File: src/rtl/cache_port_arbiter_pkg.sv
// Shared CPU/cache port bundles and arbiter id type.
// Imported by the arbiter top and its in-order id FIFO.
package cache_definition;

  typedef struct packed {
    logic        valid;
    logic        rw;
    logic [19:0] addr;
    logic [31:0] data;
  } cpu_to_cache_type;

  typedef struct packed {
    logic        ready;
    logic        stopped;
    logic [31:0] data;
  } cache_to_cpu_type;

  // 0 = instruction fetch (req0), 1 = data (req1)
  typedef logic arb_id_t;

  localparam int ARB_MAX_OUTST = 4;

endpackage

File: src/rtl/cache_port_arbiter_fifo.sv
// arb_id_fifo: in-order FIFO of requester ids for reads in flight.
// Ports: clk, rst, push/din, pop/dout, full, empty, count (registered).
module arb_id_fifo
  import cache_definition::*;
#(
  parameter  int DEPTH = ARB_MAX_OUTST,
  localparam int AW    = $clog2(DEPTH)
) (
  input  logic         clk,
  input  logic         rst,
  input  logic         push,
  input  logic         pop,
  input  arb_id_t      din,
  output arb_id_t      dout,
  output logic         full,
  output logic         empty,
  output logic [AW:0]  count
);

  arb_id_t       mem_q [DEPTH];
  arb_id_t       mem_d [DEPTH];
  logic [AW-1:0] wp_q, wp_d;
  logic [AW-1:0] rp_q, rp_d;
  logic [AW:0]   cnt_q, cnt_d;
  logic          wr, rd;

  assign full  = (cnt_q == (AW+1)'(DEPTH));
  assign empty = (cnt_q == '0);
  assign count = cnt_q;
  assign dout  = mem_q[rp_q];

  always_comb begin
    wr    = push & ~full;
    rd    = pop & ~empty;
    mem_d = mem_q;
    if (wr) mem_d[wp_q] = din;
    // Pointers wrap naturally since DEPTH is a power of two
    wp_d  = wp_q + AW'(wr);
    rp_d  = rp_q + AW'(rd);
    cnt_d = cnt_q + (AW+1)'(wr) - (AW+1)'(rd);
  end

  always_ff @(posedge clk or posedge rst) begin
    if (rst) begin
      mem_q <= '{default: '0};
      wp_q  <= '0;
      rp_q  <= '0;
      cnt_q <= '0;
    end else begin
      mem_q <= mem_d;
      wp_q  <= wp_d;
      rp_q  <= rp_d;
      cnt_q <= cnt_d;
    end
  end

endmodule

File: src/rtl/cache_port_arbiter.sv
// Round-robin sharing of one cache CPU port between ifetch (req0) and data (req1).
// Ports: req0/req1 in, responses out, arb_to_cache/cache_to_arb, outstanding, err_orphan.
module cache_port_arbiter
  import cache_definition::*;
#(
  parameter  int MAX_OUTST = ARB_MAX_OUTST,
  localparam int CW        = $clog2(MAX_OUTST) + 1
) (
  input  logic             clk,
  input  logic             rst,
  input  cpu_to_cache_type req0_to_arb,
  output cache_to_cpu_type arb_to_req0,
  input  cpu_to_cache_type req1_to_arb,
  output cache_to_cpu_type arb_to_req1,
  output cpu_to_cache_type arb_to_cache,
  input  cache_to_cpu_type cache_to_arb,
  output logic [CW-1:0]    outstanding,
  output logic             err_orphan
);

  arb_id_t          prio_q, prio_d;
  logic             err_q, err_d;
  arb_id_t          grant;
  arb_id_t          head;
  cpu_to_cache_type sel;
  logic             both;
  logic             accept;
  logic             push, pop;
  logic             full, empty;

  arb_id_fifo #(.DEPTH(MAX_OUTST)) u_fifo (
    .clk   (clk),
    .rst   (rst),
    .push  (push),
    .pop   (pop),
    .din   (grant),
    .dout  (head),
    .full  (full),
    .empty (empty),
    .count (outstanding)
  );

  always_comb begin
    both  = req0_to_arb.valid & req1_to_arb.valid;
    grant = both ? prio_q : arb_id_t'(req1_to_arb.valid);
    sel   = grant ? req1_to_arb : req0_to_arb;
    arb_to_cache = sel;
    // Full blocks reads using the registered count only, so a pop
    // in the same cycle cannot open a ready-to-valid path.
    arb_to_cache.valid = sel.valid & ~(~sel.rw & full) & ~rst;
    accept = arb_to_cache.valid & ~cache_to_arb.stopped;
    push   = accept & ~sel.rw;
    pop    = cache_to_arb.ready & ~empty;
    prio_d = (accept & both) ? ~grant : prio_q;
    err_d  = err_q | (cache_to_arb.ready & empty);
  end

  always_comb begin
    arb_to_req0.data    = cache_to_arb.data;
    arb_to_req1.data    = cache_to_arb.data;
    arb_to_req0.ready   = pop & (head == 1'b0) & ~rst;
    arb_to_req1.ready   = pop & (head == 1'b1) & ~rst;
    arb_to_req0.stopped = rst | ~(accept & (grant == 1'b0));
    arb_to_req1.stopped = rst | ~(accept & (grant == 1'b1));
  end

  assign err_orphan = err_q;

  always_ff @(posedge clk or posedge rst) begin
    if (rst) begin
      prio_q <= 1'b0;
      err_q  <= 1'b0;
    end else begin
      prio_q <= prio_d;
      err_q  <= err_d;
    end
  end

endmodule

File: config.mk
export PLATFORM = sky130hd
export DESIGN_NAME = cache_port_arbiter
export DESIGN_NICKNAME = d
export VERILOG_FILES = /design/src/rtl/cache_port_arbiter_pkg.sv /design/src/rtl/cache_port_arbiter_fifo.sv /design/src/rtl/cache_port_arbiter.sv
export SDC_FILE = /design/constraint.sdc
export NUM_CORES = 1
export LEC_CHECK = 0
export ABC_CLOCK_PERIOD_IN_PS = 3600
export BUFFER_PORTS_ARGS = -buffer_cell sky130_fd_sc_hd__buf_2
export CORE_AREA = 4 4 103 105
export CTS_CLUSTER_DIAMETER = 150
export DETAILED_ROUTE_END_ITERATION = 6
export DIE_AREA = 0 0 107 109
export HOLD_SLACK_MARGIN = 0.12
export PLACE_DENSITY_LB_ADDON = 0.2
export SLEW_MARGIN = 10
export SYNTH_ARGS = -nofsm -noshare
export SYNTH_HDL_FRONTEND = slang
export SYNTH_SLANG_ARGS = --single-unit
File: constraint.sdc
create_clock -name clk -period 3.6 [get_ports clk]
set_input_delay 0.18 -clock clk [delete_from_list [all_inputs] [get_ports clk]]
set_output_delay 0.18 -clock clk [all_outputs]
set_load 0.005 [all_outputs]
==> results_dict.tcl <==
set metrics [dict create \
    status "complete, no violations" \
    num_io_pins 270 \
    path_common_cell "nand2_1" \
    antenna_found_initial 0 \
    synth-edff-count 0 \
    crit_buf_inv 1 \
    synth-main-ff-cell "dfrtp_1" \
    gr-usage-all-layers_pct 11.4 \
    rsz0062_at_grt "false" \
    min_from "cache_to_arb[33]" \
    drtIter0Drc 81 \
    worst_r2r_path_depth 9 \
    synth_seq_cells 13 \
    cts_sinks 13 \
    cts_tree "yes" \
    nNetsFinal 549 \
    hpwl_mm 6.17 \
    die_w_um 107 \
    drc 0 \
    synthArstFlopShare_pct 100 \
    ys_seq_area_share_pct 17.6 \
    grt_pass1_vias 2034 \
    slowest_delay_ns 0.84 \
    fin_skew_ns 0.00120 \
    globalplace.congestion 0.770 \
    critical_path.cell_chain "nand2b_1 -> and2_2 -> nand2_1 -> nand2_1 -> buf_2" \
    numCtsBuffers 3 \
    r2r_slack_ns 1.45 \
    grt_pass1_wl_mm 10.7 \
    vias 2100 \
    critPathMaxFanout 57 \
    start_kind "register" \
    netlist_instances 296 \
    dieArea_mm2 0.0117 \
    slowest_stage "and2_2" \
    area.growth.synth_to_final_pct 30.4 \
    core_area_mm2 0.00964 \
    whs_endpoint "err_orphan" \
    tns_ns 0 \
    dr.pass1.iters 4 \
    globalRoute.totalOverflow 0 \
    cts-root-buf "clkbuf_8" \
    hold_violations 0 \
    finalSetupViolations 0 \
    fin_crit_sh_pct 61.0 \
    clkTransAtPathRegs_ns 0.05 \
    p_leak_nw 1.52 \
    hp-class "primary input to register" \
    postRouteAntennaNets 0 \
    arrival_ns 2.01 \
    insertion_delay_ns 0.24 \
    r2r_end "u_fifo.count[2]" \
    ir_drop_mv 0.414 \
    layout-drive-gt1-share_pct 45.6 \
    grt_max_degree 58 \
    r2r-start "u_fifo.count[2]" \
    synth_area_mm2 0.00185 \
    htree_levels 1 \
    whs_path_depth 2 \
    path_delay_family "simple AND/OR/NAND/NOR gates" \
    path_class "register to output port" \
    slew_violations 0 \
    yosysWarnings 0 \
    worstMarginPinSlew_ns 1.02 \
    vias_per_cell 3.95 \
    wl_per_cell_um 13.7 \
    num_rows 36 \
    fmax_mhz 456 \
    critPathCaptureType "output port" \
    layout_min_cycle_time_ns 2.19 \
    port-buffer-count 173 \
    fin_util_pct 25.0 \
    synth_nets 445 \
    slew_headroom_pct 32.3 \
    fillCellCount 1160 \
    initial_core_util_pct 19.2 \
    wl_mm 7.29 \
    layout_common_cells "buf_2 (173), nand2_1 (158), dfrtp_1 (13)" \
    power_per_cell_area_mw_per_mm2 419 \
    cap_violations 0 \
    fp.dieH_um 109 \
    diodes 0 \
    syn_avg_cell_area_um2 6.24 \
    synth_cell_types 28 \
    cts_max_path_buffers 2 \
    worstPathRequired_ns 3.42 \
    layout_commonest_cell "buf_2" \
]
-- worst reg2reg max path: cells and delay by family, from the launching register on --
family / cells / cell delay [ns]
fa+ha+maj: 3 / 0.83
buf+inv: 2 / 0.11
simple gates: 2 / 0.39
xor+xnor: 2 / 0.28
flops: 1 / 0.43
-- layer usage --
metal	share of wire (%)	routed length (um)	vias to the layer above	GRT usage [%]
li1	-	-	1052	-
met1	36	2660	927	13.0
met2	52	3810	83	20.0
met3	6.7	488	38	2.49
met4	4.7	341	0	6.12
met5	0	0	-	0
-- layout make-up --
type	instances	area (um2)	area share (%)
Clock buffer	4	45.0	1.87
Timing Repair Buffer	174	876	36.3
Sequential cell	13	325	13.5
Inverter	6	22.5	0.935
Multi-Input combinational cell	202	975	40.4
Tap cell	133	166	6.91
-- metrics by stage --
stage / instances / hold slack [ns] / power, W / area (um2) / setup WS (ns)
after floorplan: 296 / 0.0620 / 0.000676 / 1850 / 1.54
after global placement: 527 / 0.289 / 0.000894 / 2350 / 1.45
after detailed placement: 527 / 0.287 / 0.000895 / 2350 / 1.46
after CTS: 532 / 0.155 / 0.00103 / 2410 / 1.36
after global routing: 532 / 0.163 / 0.00113 / 2410 / 1.19
final: 532 / 0.159 / 0.00101 / 2410 / 1.41
-- sequential cells by signal (all words and copies together) (netlist names) --
name / flops
u_fifo.wp_q: 2
u_fifo.count: 3
prio_q: 1
u_fifo.mem_q: 4
err_orphan: 1
u_fifo.rp_q: 2
-- logic make-up (layout without fill, tap and decap cells) --
logic type	Yosys count	count (layout)	share of synthesized area, %
and+or+nand+nor	180	180	39.7
buffers and inverters	81	184	29.9
DFF	13	13	17.6
AOI/OAI and AO/OA	7	7	3.05
adders and majority gates	5	5	3.79
xor gates and xnor gates	5	5	2.37
muxes	5	5	3.66
-- report_power, final --
| group | internal [W] | switching, W |
|---|---|---|
| clock | 0.0000780 | 0.0000499 |
| sequential | 0.000221 | 0.0000669 |
| combinational | 0.000285 | 0.000309 |
| total | 0.000584 | 0.000426 |
-- Yosys cell counts, drive strengths merged (2+ instances only) --
master,n,area (um2)
nand2b,2,12.5
inv,6,22.5
nor2,3,11.3
nand4,3,18.8
o211ai,2,15.0
buf,70,510
nor2b,2,12.5
nor3,3,26.3
nand3,3,15.0
nand2,159,597
and3,2,12.5
mux2,4,45.0
dfrtp,13,325
a31oi,2,12.5
ha,4,50.1
xor2,4,35.0
clkbuf,5,18.8
-- repair_timing --
item,CTS,global route
buffers inserted,0,0
hold buffers,1,0
gates resized for setup,0,0
setup endpoints to repair,0,0
endpoints found under the hold margin,13,0
-- how the worst max path moves through the flow --
stage,to,cells after the start,slack [ns],from
finish,arb_to_cache[26],5,1.41,prio_q
global route,arb_to_cache[1],5,1.19,prio_q
CTS,arb_to_cache[26],5,1.36,prio_q
detailed placement,u_fifo.count[2],9,1.46,u_fifo.count[2]
global placement,u_fifo.count[2],9,1.45,u_fifo.count[2]
floorplan,u_fifo.count[2],9,1.54,u_fifo.count[0]
(Power assumes the default switching activity.)
